$ cat src/rtl/instr_fetch_pkg.sv
// Shared CPU definitions: fetch FSM state encodings, datapath width and the
// default reset PC used by instr_fetch.
package cpu_defs;

  localparam int unsigned XLEN = 16;
  localparam logic [XLEN-1:0] DEFAULT_RESET_PC = 16'h0000;

  typedef enum logic [1:0] {
    ST_REQ   = 2'b00,
    ST_VALID = 2'b01,
    ST_HALT  = 2'b10
  } if_state_e;

endpackage

$ cat src/rtl/instr_fetch_sat_counter.sv
// Saturating up-counter with synchronous clear; holds at all-ones instead of
// wrapping.
module sat_counter #(
  parameter int unsigned CNT_W = 32
) (
  input  logic             clk,
  input  logic             i_clr,
  input  logic             i_inc,
  output logic [CNT_W-1:0] o_cnt
);

  localparam logic [CNT_W-1:0] LP_ONE = {{(CNT_W-1){1'b0}}, 1'b1};

  logic [CNT_W-1:0] r_cnt;

  always_ff @(posedge clk) begin
    if (i_clr) begin
      r_cnt <= '0;
    end else if (i_inc && (r_cnt != '1)) begin
      r_cnt <= r_cnt + LP_ONE;
    end
  end

  assign o_cnt = r_cnt;

endmodule

$ cat src/rtl/instr_fetch.sv
// Instruction fetch stage: REQ/VALID/HALT FSM issuing one memory request per
// instruction. Optional performance counters are built when IF_PERF_CNT_EN is defined.
//
// Handshakes: imem_req stays high (address stable) until imem_ack is seen at a
// rising edge; instr_vld stays high (instr/pc stable) until an edge with stall=0.
module instr_fetch
  import cpu_defs::*;
#(
  parameter logic [XLEN-1:0] RESET_PC = DEFAULT_RESET_PC,
  parameter int unsigned     CNT_W    = 32
) (
  input  logic             clk,
  input  logic             rst,
  output logic             imem_req,
  output logic [XLEN-1:0]  imem_addr,
  input  logic             imem_ack,
  input  logic [XLEN-1:0]  imem_rdata,
  output logic [XLEN-1:0]  instr,
  output logic [XLEN-1:0]  pc,
  output logic             instr_vld,
  input  logic             stall,
  input  logic             redirect,
  input  logic [XLEN-1:0]  redirect_pc,
  input  logic             hlt,
  output logic             halted,
`ifdef IF_PERF_CNT_EN
  output logic [CNT_W-1:0] fetch_cnt,
  output logic [CNT_W-1:0] wait_cnt,
`endif
  output if_state_e        dbg_state
);

  if_state_e       r_state;
  logic [XLEN-1:0] r_pc;
  logic [XLEN-1:0] r_instr;
  logic            r_vld;
  logic            r_halted;

  always_ff @(posedge clk) begin
    if (rst) begin
      r_state  <= ST_REQ;
      r_pc     <= RESET_PC;
      r_instr  <= '0;
      r_vld    <= 1'b0;
      r_halted <= 1'b0;
    end else begin
      case (r_state)
        ST_REQ: begin
          if (imem_ack) begin
            r_instr <= imem_rdata;
            r_vld   <= 1'b1;
            r_state <= ST_VALID;
          end
        end
        ST_VALID: begin
          if (!stall) begin
            r_vld <= 1'b0;
            // Halt wins over redirect and leaves PC on the halt instruction.
            if (hlt) begin
              r_halted <= 1'b1;
              r_state  <= ST_HALT;
            end else begin
              r_pc    <= redirect ? redirect_pc : r_pc + 16'd1;
              r_state <= ST_REQ;
            end
          end
        end
        ST_HALT: r_state <= ST_HALT;
        default: r_state <= ST_REQ;
      endcase
    end
  end

  assign imem_req  = (r_state == ST_REQ) && !rst;
  assign imem_addr = r_pc;
  assign pc        = r_pc;
  assign instr     = r_instr;
  assign instr_vld = r_vld;
  assign halted    = r_halted;
  assign dbg_state = r_state;

`ifdef IF_PERF_CNT_EN
  logic w_fetch_inc;
  logic w_wait_inc;

  assign w_fetch_inc = (r_state == ST_VALID) && !stall;
  assign w_wait_inc  = (r_state == ST_REQ) && !imem_ack;

  sat_counter #(.CNT_W(CNT_W)) u_fetch_cnt (
    .clk   (clk),
    .i_clr (rst),
    .i_inc (w_fetch_inc),
    .o_cnt (fetch_cnt)
  );

  sat_counter #(.CNT_W(CNT_W)) u_wait_cnt (
    .clk   (clk),
    .i_clr (rst),
    .i_inc (w_wait_inc),
    .o_cnt (wait_cnt)
  );
`endif

endmodule

$ cat config.mk
export PLATFORM = sky130hd
export DESIGN_NAME = instr_fetch
export DESIGN_NICKNAME = d
export VERILOG_FILES = /design/src/rtl/instr_fetch_pkg.sv /design/src/rtl/instr_fetch_sat_counter.sv /design/src/rtl/instr_fetch.sv
export SDC_FILE = /design/constraint.sdc
export NUM_CORES = 1
export LEC_CHECK = 0
export ABC_AREA = 1
export CORE_MARGIN = 2
export CORE_UTILIZATION = 41
export CTS_CLUSTER_SIZE = 24
export DETAILED_ROUTE_END_ITERATION = 10
export PLACE_DENSITY = 0.8
export SYNTH_ARGS = -nofsm -noshare
export SYNTH_HDL_FRONTEND = slang
export SYNTH_SLANG_ARGS = --single-unit
$ cat constraint.sdc
create_clock -name clk -period 1.49 [get_ports clk]
set_input_delay 0.298 -clock clk [delete_from_list [all_inputs] [get_ports clk]]
set_output_delay 0.298 -clock clk [all_outputs]
set_load 0.03 [all_outputs]
==> summary.md, run 1 <==
| Metric | Value |
|---|---|
| HP Start | `instr[14]` |
| DRC | `0` |
| Worst EP arrival | `1150 ps` |
| Clock buffer depth | `2` |
| Slowest CP cell | `dfxtp_1` |
| GRT Resource Usage Total | `0.196` |
| Ys Warns | `0` |
| Synthesized flop and latch total | `36` |
| Syn Area/Cell | `6.50 um2` |
| # rows | `25` |
| Post-layout util | `0.646` |
| EDFF count, synth | `0` |
| Max_cap viols | `0` |
| Post-synthesis cell count | `299` |
| Die Ht | `72.9 um` |
| NumNets Final | `429` |
| Root Driver | `clkbuf_8` |
| Largest family of logic cells by synthesized area | `simple AND/OR/NAND/NOR gates` |
| CTS tree | `done` |
| Setup crit end kind | `output port` |
| Post-Route WL | `5.23 mm` |
| Crit path buf inv count | `1` |
| Largest net degree at the start of global routing | `21` |
| R2R Path Start | `imem_addr[2]` |
| Antenna Violating Nets Remaining | `0` |
| Largest area contributor in the netlist | `dfxtp_1` |
| Clock Skews | `9.83 ps` |
| Status | `completed` |
| Setup slack after layout | `38.2 ps` |
| Clock sinks | `36` |
| CTS clk-pin slew, worst paths | `80 ps` |
| Hold Path End | `instr[14]` |
| Power share of the clock group | `0.307` |
| RSZ-0062 raised after global routing | `true` |
| Share of cells above drive strength 1 | `0.138` |
| Htree depth | `2` |
| Largest delay share family, worst path | `flip-flops` |
| Slew at the pin closest to its max-slew limit | `478 ps` |
| First-pass GRT wire length | `8.42 mm` |
| Top-count cell post-synth | `nor2_1` |
| PD cells | `769 mW/mm2` |
| Mapped Area | `0.00194 mm2` |
| Compound-Gate Fraction of Synth Area | `0.159` |
| Initial antenna violation count | `0` |
| Fmax | `689 MHz` |
| XOR/XNOR Fraction of Synth Area | `0` |
| Worst reg2reg path depth | `7` |
| WHS Path Cells | `2` |
| Antenna cell count | `0` |
| Flop-to-flop setup slack | `100 ps` |
| Top post-synthesis cells by area | `dfxtp_1 (37%), nor2_1 (13%), nand2_1 (12%)` |
| WS Path Type | `flip-flop to output port` |
| NetSw | `677 uW` |
| Drt pass-1 iters | `4` |
| Wire length per cell | `11.7 um` |
| Tcrit/Tclk final | `0.974` |
| Post-synth top area share | `0.371` |
| Critical Path RT | `1190 ps` |
| # fillers | `440` |
| Period minus WS final | `1450 ps` |
| P_leak | `1.43 nW` |
| Worst r2r dst | `imem_addr[13]` |
| Die X | `72.9 um` |
| Hold WS | `477 ps` |
| Worst VDD drop | `0.000624 V` |
| Detailed placement HPWL | `3.96 mm` |
| Multiplexer area fraction after synthesis | `0` |
| Internal power | `1.64 mW` |
| Grt ovf | `0` |
| Comb power frac | `0.240` |
| Routability cong. | `0.890` |
| Critical Path Source Type | `flip-flop` |
| Latest clock arrival within the worst-skew pair | `280 ps` |
| Ys flop type | `dfxtp_1` |
| Sequential power share | `0.453` |
| Crit-path max FO | `6` |
| Most instantiated cells after synthesis | `nor2_1 (69), nand2_1 (63), dfxtp_1 (36)` |
| Post-synthesis cell type count | `28` |
| Post-synthesis sequential area ratio | `0.371` |
| Post-synth ARST share | `0` |
| Adder-cell share of the synthesized area | `0.00644` |
| Area Overhead vs Synth | `55.0%` |
| Crit-path cells | `dlygate4sd2_1` |
| CTS Buf Count | `5` |
| Final std cells w/o fill | `445` |
| Mapped Nets | `338` |
| Critical Path Max Stage Delay | `450 ps` |
| Fin. max-slew vios | `0` |
| IO Pins | `91` |
| Pre-CTS setup slack | `-135 ps` |
| DIE AREA | `0.00531 mm2` |
| Starting Density | `0.417` |
| Vias in the first global route | `1815` |
| Synth Area in Simple Gates | `0.326` |
| Hold crit path type | `flip-flop to flip-flop` |
| Iteration-0 DRC Markers | `133` |
| Setup violations, final | `0` |
| Sw frac | `0.292` |
| Final Hold Viols | `0` |
| Placed insts | `437` |
| Via count | `2116` |
| Overall Power | `2.32 mW` |
| CORE AREA | `0.00466 mm2` |
| Slew HR | `0.681` |
| Via density | `4.76` |
| Port bufs | `90` |
[flip-flops by register name (all words and copies together) (netlist names)]
register and cells:
imem_addr 16, instr 16, dbg_state 2, halted 1
instr_vld 1
[placed cells by master (no fill, tap or decap)]
master and instances:
o21ai_1 2, nand4_1 2, ha_2 1, dfxtp_2 6, a22o_1 1, a21oi_2 3, inv_2 1, nand3b_1 1
clkinv_1 1, nand2_1 63, a22oi_1 1, buf_4 18, a31oi_1 1, inv_4 1, or2_2 1, dfxtp_1 30
inv_1 20, nand3_1 13, a211oi_1 1, nor2_4 1, o31ai_2 1, buf_12 5, a21oi_1 16, dlygate4sd2_1 51
clkdlybuf4s50_1 37, o21ai_0 31, clkbuf_8 6, nor3_4 1, nor2_2 7, nand3_2 1, nor2_1 65, clkbuf_1 1
clkinvlp_4 1
[cell type report]
| cell class | instances | area [um2] | area share |
|---|---|---|---|
| inverter | 23 | 88.8 | 0.0295 |
| clock inverter | 1 | 7.51 | 0.00249 |
| timing repair buffer | 111 | 1050 | 0.349 |
| sequential | 36 | 728 | 0.242 |
| tap | 54 | 67.6 | 0.0224 |
| multi-input combinational | 213 | 982 | 0.326 |
| clock buffer | 7 | 86.3 | 0.0287 |
[layer usage]
layer  vias up  wire length [um]  global-route usage
met5         -                 0                   0
met4         0                83              0.0391
met3         6               278              0.0290
met2        74              2500               0.323
met1       915              2360               0.273
li1       1121                 -                   -
[worst max-delay path by stage]
stage	end	depth (start not counted)	startpoint
2_1_floorplan	imem_addr[8]	7	imem_addr[5]
6_report	imem_addr[3]	1	imem_addr[3]
4_1_cts	imem_addr[8]	7	imem_addr[6]
3_5_place_dp	imem_addr[10]	7	hlt
3_3_place_gp	imem_addr[10]	7	hlt
5_1_grt	imem_addr[10]	9	dbg_state[0]
[power by group through the flow]
stage / Clock [mW] / Sequential, mW / Combinational [mW]
after floorplan: 0 / 1.18 / 0.192
after global placement: 0 / 1.07 / 0.590
after detailed placement: 0 / 1.07 / 0.596
after CTS: 0.730 / 1.05 / 0.557
after global routing: 0.762 / 1.06 / 0.600
final: 0.712 / 1.05 / 0.556
[through the flow]
step	cell area [um2]	setup TNS, ps
after global routing	3010	-33.3
after global placement	2950	-988
after CTS	2980	0
after detailed placement	2950	-1460
after floorplan	1950	0
final	3010	0
[worst min-delay path, stage by stage, from the launching register on]
cell	delay (ps)
dfxtp_1	320
nor2_1	40
nor2_1	80
[cell families after synthesis]
logic type | count (synthesis)
and+or+nand+nor | 155
buffers and inverters | 50
DFF | 36
adders and majority gates | 1
AOI/OAI and AO/OA | 57
[timing repair]
item	in CTS	in global routing
setup buffers	0	0
hold endpoints to repair	0	0
setup endpoints to repair	51	11
hold buffers	0	0
gates resized for setup	51	12
(Power assumes the default switching activity.)
==> inputs of run 2 (changes only) <==
- CORE_ASPECT_RATIO: unset -> 0.75
==> summary.md, run 2 (synthesized netlist as in run 1, its figures left out) <==
| Metric | Value |
|---|---|
| Htree depth | `2` |
| GRT Resource Usage Total | `0.212` |
| NumNets Final | `426` |
| Worst EP arrival | `1140 ps` |
| Critical Path RT | `1190 ps` |
| Final Hold Viols | `0` |
| Wire length per cell | `12.6 um` |
| Largest delay share family, worst path | `buffers and inverters` |
| Slew HR | `0.647` |
| Period minus WS final | `1440 ps` |
| Clock Skews | `8.14 ps` |
| Setup violations, final | `0` |
| Post-Route WL | `5.59 mm` |
| Detailed placement HPWL | `4.04 mm` |
| CTS tree | `done` |
| Fin. max-slew vios | `0` |
| Starting Density | `0.430` |
| Initial antenna violation count | `0` |
| Share of cells above drive strength 1 | `0.142` |
| Clock buffer depth | `2` |
| Vias in the first global route | `1930` |
| Slowest CP cell | `dlygate4sd2_1` |
| Largest net degree at the start of global routing | `21` |
| Port bufs | `90` |
| Post-DP Area | `0.00288 mm2` |
| DRC | `0` |
| Critical Path Max Stage Delay | `440 ps` |
| Routability cong. | `0.879` |
| Fmax | `694 MHz` |
| Antenna Violating Nets Remaining | `0` |
| Post-CTS Setup Bufs | `0` |
| Max_cap viols | `0` |
| Area Overhead vs Synth | `52.3%` |
| Crit path buf inv count | `1` |
| Tcrit/Tclk final | `0.967` |
| Drt pass-1 iters | `4` |
| CTS Buf Count | `5` |
| Root Driver | `clkbuf_8` |
| Status | `completed` |
| IO Pins | `91` |
| Clock sinks | `36` |
| Post-layout util | `0.655` |
| Crit-path max FO | `5` |
| PD cells | `824 mW/mm2` |
| Hold crit path type | `flip-flop to flip-flop` |
| Via density | `4.88` |
| DIE AREA | `0.00532 mm2` |
| CORE AREA | `0.00452 mm2` |
| First-pass GRT wire length | `9.11 mm` |
| Grt ovf | `0` |
| Latest clock arrival within the worst-skew pair | `290 ps` |
| Commonest non-fill, non-tap cell in the layout | `nor2_1` |
| Via count | `2173` |
| # rows | `21` |
| Slew at the pin closest to its max-slew limit | `529 ps` |
| Setup crit end kind | `output port` |
| # fillers | `433` |
| Highest-count cells in the layout ignoring fill and taps | `nor2_1 (65), nand2_1 (63), dlygate4sd2_1 (49), clkdlybuf4s50_1 (37), o21ai_0 (30)` |
| Die X | `83.5 um` |
| Crit-path cells | `dlygate4sd2_1` |
| Antenna cell count | `0` |
| Die Ht | `63.6 um` |
| Design area | `0.00296 mm2` |
| P_leak | `1.40 nW` |
| Critical Path Source Type | `flip-flop` |
| Overall Power | `2.44 mW` |
| Iteration-0 DRC Markers | `114` |
| Hold WS | `478 ps` |
| Worst VDD drop | `0.000659 V` |
| WS Path Type | `flip-flop to output port` |
| CTS clk-pin slew, worst paths | `70 ps` |
[run 2: changes by cell type in the layout (fill, tap and decap cells not counted), sizes merged]
cell,before,now
bufinv,0,1
clkinvlp,1,0
buf,23,20
clkbuf,7,8
clkinv,1,2
dlygate4sd2,51,49
[run 2: area by class of cell]
cell class / count / area (um2) / share of cell area
inverter: 23 / 88.8 / 0.0300
clock inverter: 2 / 35.0 / 0.0118
timing repair buffer: 108 / 972 / 0.328
tap: 57 / 71.3 / 0.0241
multi-input combinational: 213 / 987 / 0.333
clock buffer: 6 / 72.6 / 0.0245
sequential: 36 / 734 / 0.248
[run 2: per-layer routing]
metal,vias up,global-route usage,part of all wire
li1,1111,-,-
met1,964,0.295,0.45
met2,88,0.334,0.46
met3,10,0.0472,0.078
met4,0,0.0544,0.012
met5,-,0,0
[run 2: timing repair]
action,4_1_cts,5_1_grt
pin swaps,0,0
setup endpoints to repair,51,16
hold buffers,0,0
gates cloned,0,0
gates resized for setup,51,21
[run 2: stage by stage]
stage	instances	TNS, ps	worst slack, ps
2_1_floorplan	299	0	46.5
3_3_place_gp	437	-581	-78.3
3_5_place_dp	437	-1270	-133
4_1_cts	445	0	38.7
5_1_grt	445	-12.1	-12.1
6_report	445	0	49.2
[run 2: path summary, 6_finish.rpt]
kind	from	endpoint	slack (ps)	depth (start not counted)
setup reg to reg	imem_addr[2]	imem_addr[3]	120	6
setup / recovery	imem_addr[10]	imem_addr[10]	50	1
hold / removal	instr[0]	instr[0]	480	2
hold reg to reg	instr[0]	instr[0]	480	2
[run 2: power by group]
part	switching, mW	leakage, nW	internal (mW)	total (mW)
logic	0.306	1.05	0.225	0.531
clock network	0.364	0.0552	0.497	0.861
registers	0.0318	0.299	1.02	1.05
total	0.703	1.40	1.74	2.44
